[config.mk]
export PLATFORM = sky130hd
export DESIGN_NAME = c4_seq_ctrl
export DESIGN_NICKNAME = d
export VERILOG_FILES = /design/src/rtl/c4_seq_ctrl.sv
export SDC_FILE = /design/constraint.sdc
export NUM_CORES = 1
export LEC_CHECK = 0
export ABC_AREA = 1
export BUFFER_PORTS_ARGS = -buffer_cell sky130_fd_sc_hd__buf_2
export CELL_PAD_IN_SITES_DETAIL_PLACEMENT = 0
export CELL_PAD_IN_SITES_GLOBAL_PLACEMENT = 2
export CORE_MARGIN = 2
export CORE_UTILIZATION = 34
export DETAILED_ROUTE_END_ITERATION = 6
export HOLD_SLACK_MARGIN = 0.1
export PLACE_DENSITY_LB_ADDON = 0.1
export SYNTH_ARGS = -nofsm -noshare
export SYNTH_HDL_FRONTEND = slang
export SYNTH_SLANG_ARGS = --single-unit
[constraint.sdc]
create_clock -name n_clk -period 3.6 [get_ports n_clk]
set_input_delay 0.72 -clock n_clk [delete_from_list [all_inputs] [get_ports n_clk]]
set_output_delay 0.72 -clock n_clk [all_outputs]
set_load 0.01 [all_outputs]
[src/rtl/c4_seq_ctrl.sv]
// c4_seq_ctrl: scan-configures the c4 core, then plays and checks a stimulus sequence (C4_CTRL_ABORT_EN: stop at first mismatch)
module c4_seq_ctrl #(
   parameter int SCAN_W  = 4,
   parameter int SEQ_LEN = 8,
   parameter int STEP_W  = (SEQ_LEN > 1) ? $clog2(SEQ_LEN) : 1
) (
   input  logic                 n_clk,
   input  logic                 rst,
   input  logic                 start,
   input  logic [SCAN_W-1:0]    cfg_word,
   input  logic [SEQ_LEN-1:0]   pat_a,
   input  logic [2*SEQ_LEN-1:0] exp_st,
   input  logic                 s,
   input  logic                 t,
   output logic                 SDI,
   output logic                 m,
   output logic                 c,
   output logic                 a,
   output logic                 busy,
   output logic                 done,
   output logic                 pass,
   output logic [STEP_W-1:0]    err_step
);
   localparam int BIT_W = (SCAN_W > 1) ? $clog2(SCAN_W) : 1;
   typedef enum logic [2:0] {IDLE, SHIFT, SETTLE, RUN, DONE} state_e;
   state_e               state_q;
   logic [SCAN_W-1:0]    cfg_q;
   logic [SEQ_LEN-1:0]   pat_q;
   logic [2*SEQ_LEN-1:0] exp_q;
   logic [BIT_W-1:0]     bit_q;
   logic [STEP_W-1:0]    step_q, step_d, err_q;
   logic                 sdi_q, m_q, c_q, a_q, busy_q, done_q, pass_q;
   logic                 miss_d, last_d, stop_d;
   // current-step check against the head of the expectation shift register
   always_comb begin
      step_d = step_q + 1'b1;
      miss_d = {s, t} != exp_q[1:0];
      last_d = step_q == STEP_W'(SEQ_LEN - 1);
`ifdef C4_CTRL_ABORT_EN
      stop_d = last_d || miss_d;
`else
      stop_d = last_d;
`endif
   end
   // sequencer: config/stimulus are consumed from shift registers so no variable indexing is needed
   always_ff @(negedge n_clk or negedge rst) begin
      if (!rst) begin
         state_q <= IDLE;
         cfg_q   <= '0;
         pat_q   <= '0;
         exp_q   <= '0;
         bit_q   <= '0;
         step_q  <= '0;
         err_q   <= '0;
         sdi_q   <= 1'b0;
         m_q     <= 1'b0;
         c_q     <= 1'b1;
         a_q     <= 1'b0;
         busy_q  <= 1'b0;
         done_q  <= 1'b0;
         pass_q  <= 1'b0;
      end else begin
         done_q <= 1'b0;
         case (state_q)
            IDLE: if (start) begin
               cfg_q   <= cfg_word << 1;
               pat_q   <= pat_a;
               exp_q   <= exp_st;
               sdi_q   <= cfg_word[SCAN_W-1];
               m_q     <= 1'b1;
               c_q     <= 1'b0;
               busy_q  <= 1'b1;
               pass_q  <= 1'b1;
               err_q   <= '0;
               bit_q   <= '0;
               step_q  <= '0;
               state_q <= SHIFT;
            end
            SHIFT: if (bit_q == BIT_W'(SCAN_W - 1)) begin
               sdi_q   <= 1'b0;
               m_q     <= 1'b0;
               c_q     <= 1'b1;
               state_q <= SETTLE;
            end else begin
               sdi_q <= cfg_q[SCAN_W-1];
               cfg_q <= cfg_q << 1;
               bit_q <= bit_q + 1'b1;
            end
            SETTLE: begin
               a_q     <= pat_q[0];
               pat_q   <= pat_q >> 1;
               state_q <= RUN;
            end
            RUN: begin
               if (miss_d && pass_q) begin
                  pass_q <= 1'b0;
                  err_q  <= step_q;
               end
               if (stop_d) begin
                  a_q     <= 1'b0;
                  busy_q  <= 1'b0;
                  done_q  <= 1'b1;
                  state_q <= DONE;
               end else begin
                  a_q    <= pat_q[0];
                  pat_q  <= pat_q >> 1;
                  exp_q  <= exp_q >> 2;
                  step_q <= step_d;
               end
            end
            DONE: state_q <= IDLE;
            default: state_q <= IDLE;
         endcase
      end
   end
   assign SDI      = sdi_q;
   assign m        = m_q;
   assign c        = c_q;
   assign a        = a_q;
   assign busy     = busy_q;
   assign done     = done_q;
   assign pass     = pass_q;
   assign err_step = err_q;
endmodule

==> Yosys cells after proc, flatten, opt, wreduce, memory -nomap -nowiden <==
Index checks and enable logic that the tools add are counted.
{ "totals": {"regBits": 46, "inputBits": 33, "output_inout_bits": 10, "word_cells": 80} }
{ "classes": {"add_sub_neg": 2, "n_eq_ne": 12, "n_mux": 38, "n_reduce_logical": 14} }
{ "ops": {"columns": ["operator", "n"], "rows": [
  ["$mux W16", 2],
  ["$pmux W16 S2", 1],
  ["$pmux W8 S3", 1],
  ["$reduce_and A3 Y1", 7],
  ["$mux W3", 6],
  ["$mux W8", 2],
  ["$ne A2 B2 Y1 const B", 6],
  ["$pmux W1 S2", 6],
  ["$pmux W3 S2", 2],
  ["$pmux W3 S4", 1],
  ["$mux W1", 11],
  ["$mux W4", 2],
  ["$pmux W4 S2", 1],
  ["$eq A3 B2 Y1 const B", 2],
  ["$reduce_bool A2 Y1", 3],
  ["$mux W2", 2],
  ["$pmux W2 S2", 1],
  ["$add A3 B1 Y3 const B", 1],
  ["$eq A3 B1 Y1 const B", 1],
  ["$eq A3 B3 Y1 const B", 1],
  ["$logic_not A3 Y1", 1],
  ["$reduce_bool A3 Y1", 1],
  ["$add A2 B1 Y2 const B", 1],
  ["$eq A2 B2 Y1 const B", 1],
  ["3 further kinds", 3]
]} }

==> Longest topological paths before layout <==
{ "depth": {"word_depth": 4, "ltp_mapped": 8, "mapped_depth_nobuf": 8} }

==> summary.txt <==
Detailed routing
  – DRC Markers: 0
  – Via/cell ratio: 4.64
  – First-pass DRT Iterations: 4
  – WL/cell: 12.3 um
  – Vias post-DR: 1,974
  – 1st-iter DRT viols: 107
  – Antenna-violating nets left: 0
  – Post-Route WL: 5210 um

Finish
  – Fill cells: 750
  – Core Util, Final: 40.7%
  – Multi-input logic area: 1030 um2
  – Share of post-route cells with drive strength above 1: 20.9%
  – Final nets: 380
  – Most frequent cells in the layout: nand2_1 (158), dfrtn_1 (44), buf_2 (42)
  – Register area: 1130 um2
  – Area Overhead vs Synth: 17.2%
  – Most common cell after layout, fill and taps aside: nand2_1
  – Antenna cells: 0

Setup path
  – Worst path arrival time: 2.79 ns
  – WP buf/inv: 1
  – Crit path depth: 1
  – WS Path Type: flop to output port
  – Reg-to-reg endpoint: step_q[0]
  – Critical path capture point type: output port
  – Crit-path slowest cell: dfstp_2
  – Reg2Reg Launch Point: state_q[0]
  – Cells along the critical path: buf_2
  – WP data required: 2.88 ns
  – CP startpoint kind: flop
  – CP delay by family, top: flip-flops
  – Worst Path Max Fanout: 2
  – Crit path from: c
  – R2r setup slk: 1.67 ns
  – R2R cell count: 5
  – CP peak stage delay: 0.52 ns

CTS
  – Total CTS buffers: 5
  – Sink Count: 45
  – CTS tree: yes
  – H-tree levels: 2
  – Clock transition at path regs: 0.06 ns
  – Clock Root Buffer: clkbuf_8
  – Post-CTS setup buffer count: 0
  – # resized after CTS: 0
  – Clock Path Buffers: 2
  – Hold buffer count at cts: 0
  – Clk Latency, worst-skew pair: 0.35 ns

Logic synthesis
  – Most used DFF post-synth: dfrtn_1
  – Synth Area in Adders: 1.62%
  – Synth Net Count: 339
  – Complex-gate fraction of the synthesized area: 2.05%
  – Mux contribution to synthesized area: 0%
  – Syn Area/Cell: 7.65 um2
  – Sequential area share after synthesis: 48.6%
  – Yosys warning total: 0
  – Ys async rst share: 100%
  – Main combinational cell family by area after synthesis: simple AND/OR/NAND/NOR gates
  – Post-synthesis simple-gate area fraction: 40.6%
  – Share of the synthesized area in the top cell type: 47.5%
  – Synth cell types: 22
  – Register bit total from synthesis: 45
  – Syn Inst Count: 303
  – XOR/XNOR Fraction of Synth Area: 0%
  – Leading post-synthesis cells by cell area: dfrtn_1 (47%), nand2_1 (26%), nand3_1 (5.8%)
  – Largest area contributor in the netlist: dfrtn_1
  – Mapped Area: 2320 um2
  – Number of enable flip-flop cells after synthesis: 0

Timing
  – Slew Limit Fails: 0
  – RSZ-0062 raised after global routing: false
  – Worst-Margin Slew: 0.677 ns
  – Clock skew after layout: 0.0522 ns
  – Slew Limit Headroom: 54.8%
  – Fin Setup TNS: 0 ns
  – Hold_ws: 0.418 ns
  – Final hold vios: 0
  – # setup viols final: 0

Floorplanning
  – IO Count: 43
  – Die H: 86.6 um
  – Starting Density: 34.7%
  – FP Rows: 30
  – Die area: 7500 um2
  – Core area: 6680 um2
  – Die X: 86.6 um

Job
  – Max Cap Viol: 0

Worst hold path
  – Hold WC Path Type: flop to flop
  – Hold Path Sink: exp_q[5]
  – Worst Hold Depth: 2
  – Worst hold start: exp_q[5]

Global routing
  – All-Layer GR Usage: 15.7%
  – First-pass GRT wire length: 9250 um
  – Largest net degree at the start of global routing: 31
  – Initial antenna violation count: 0
  – Total grt overflow: 0
  – Vias in the first global route: 1,955

Place
  – Port bufs: 42
  – RePlAce Congestion: 0.760
  – Hpwl dp: 3410 um

Power and ir drop
  – Pwr dens: 891 nW/um2
  – Leakage power: 1.59 nW
  – Max VDD drop: 0.357 mV

Run status
  – Status: finished, final reports clean
[metrics by stage]
| step | worst slack [ns] | std cells | instance area, um2 | total power, W |
|---|---|---|---|---|
| 2_1_floorplan | 0.349 | 303 | 2320 | 0.00174 |
| 3_3_place_gp | 0.224 | 417 | 2580 | 0.00199 |
| 3_5_place_dp | 0.214 | 417 | 2580 | 0.00200 |
| 4_1_cts | 0.0796 | 425 | 2720 | 0.00247 |
| 5_1_grt | 0.0589 | 425 | 2720 | 0.00270 |
| 6_report | 0.0928 | 425 | 2720 | 0.00242 |
[Yosys cell counts, types with 2 or more instances]
master   instances
nand2_1        158
dfrtn_1         44
nand3_1         27
inv_1           21
nand3_2          9
nor2_1           9
o21ai_0          6
buf_4            5
buf_2            4
ha_1             3
nand2_2          3
buf_6            2
nand2_4          2
nand4_1          2
[state kept, by name, summed over array words and instances, names as in the netlist]
signal,flops
m,1
step_q,3
err_step,3
a,1
c,1
cfg_q,3
pat_q,8
state_q,3
done,1
exp_q,16
pass,1
SDI,1
bit_q,2
busy,1
[layer usage]
layer | wire length [um] | up-vias | global-route usage (%) | share of wire, %
met5 | 0 | - | 0 | 0
met4 | 72 | 0 | 4.69 | 1.4
met3 | 169 | 7 | 2.86 | 3.2
met2 | 2440 | 31 | 26.2 | 47
met1 | 2530 | 914 | 20.9 | 48
li1 | - | 1022 | - | -
[cell families (layout without fill, tap and decap cells)]
kind of cell / count (synthesis) / after routing
simple gates: 213 / 213
flops: 45 / 45
buf+inv: 33 / 75
compound gates: 9 / 9
fa+ha+maj: 3 / 3
[how the worst max path moves through the flow]
stage / to / slack, ns
2_1_floorplan: step_q[2] / 0.35
3_3_place_gp: cfg_q[2] / 0.22
3_5_place_dp: cfg_q[2] / 0.21
4_1_cts: c / 0.08
5_1_grt: c / 0.06
6_report: c / 0.09
[report_power, final]
group | total, W | switching, W | internal, W | leakage, nW
sequential | 0.000882 | 0.000126 | 0.000756 | 0.563
clock | 0.000464 | 0.000187 | 0.000277 | 0.0735
combinational | 0.00107 | 0.000711 | 0.000363 | 0.950
total | 0.00242 | 0.00102 | 0.00140 | 1.59
[layout make-up]
| cell class | count | share of cell area [%] |
|---|---|---|
| Clock inverter | 4 | 2.53 |
| Clock buffer | 5 | 2.53 |
| Sequential cell | 45 | 41.5 |
| Tap cell | 80 | 3.68 |
| Timing Repair Buffer | 45 | 9.02 |
| Multi-Input combinational cell | 225 | 37.8 |
| Inverter | 21 | 2.99 |
(Power assumes the default switching activity.)
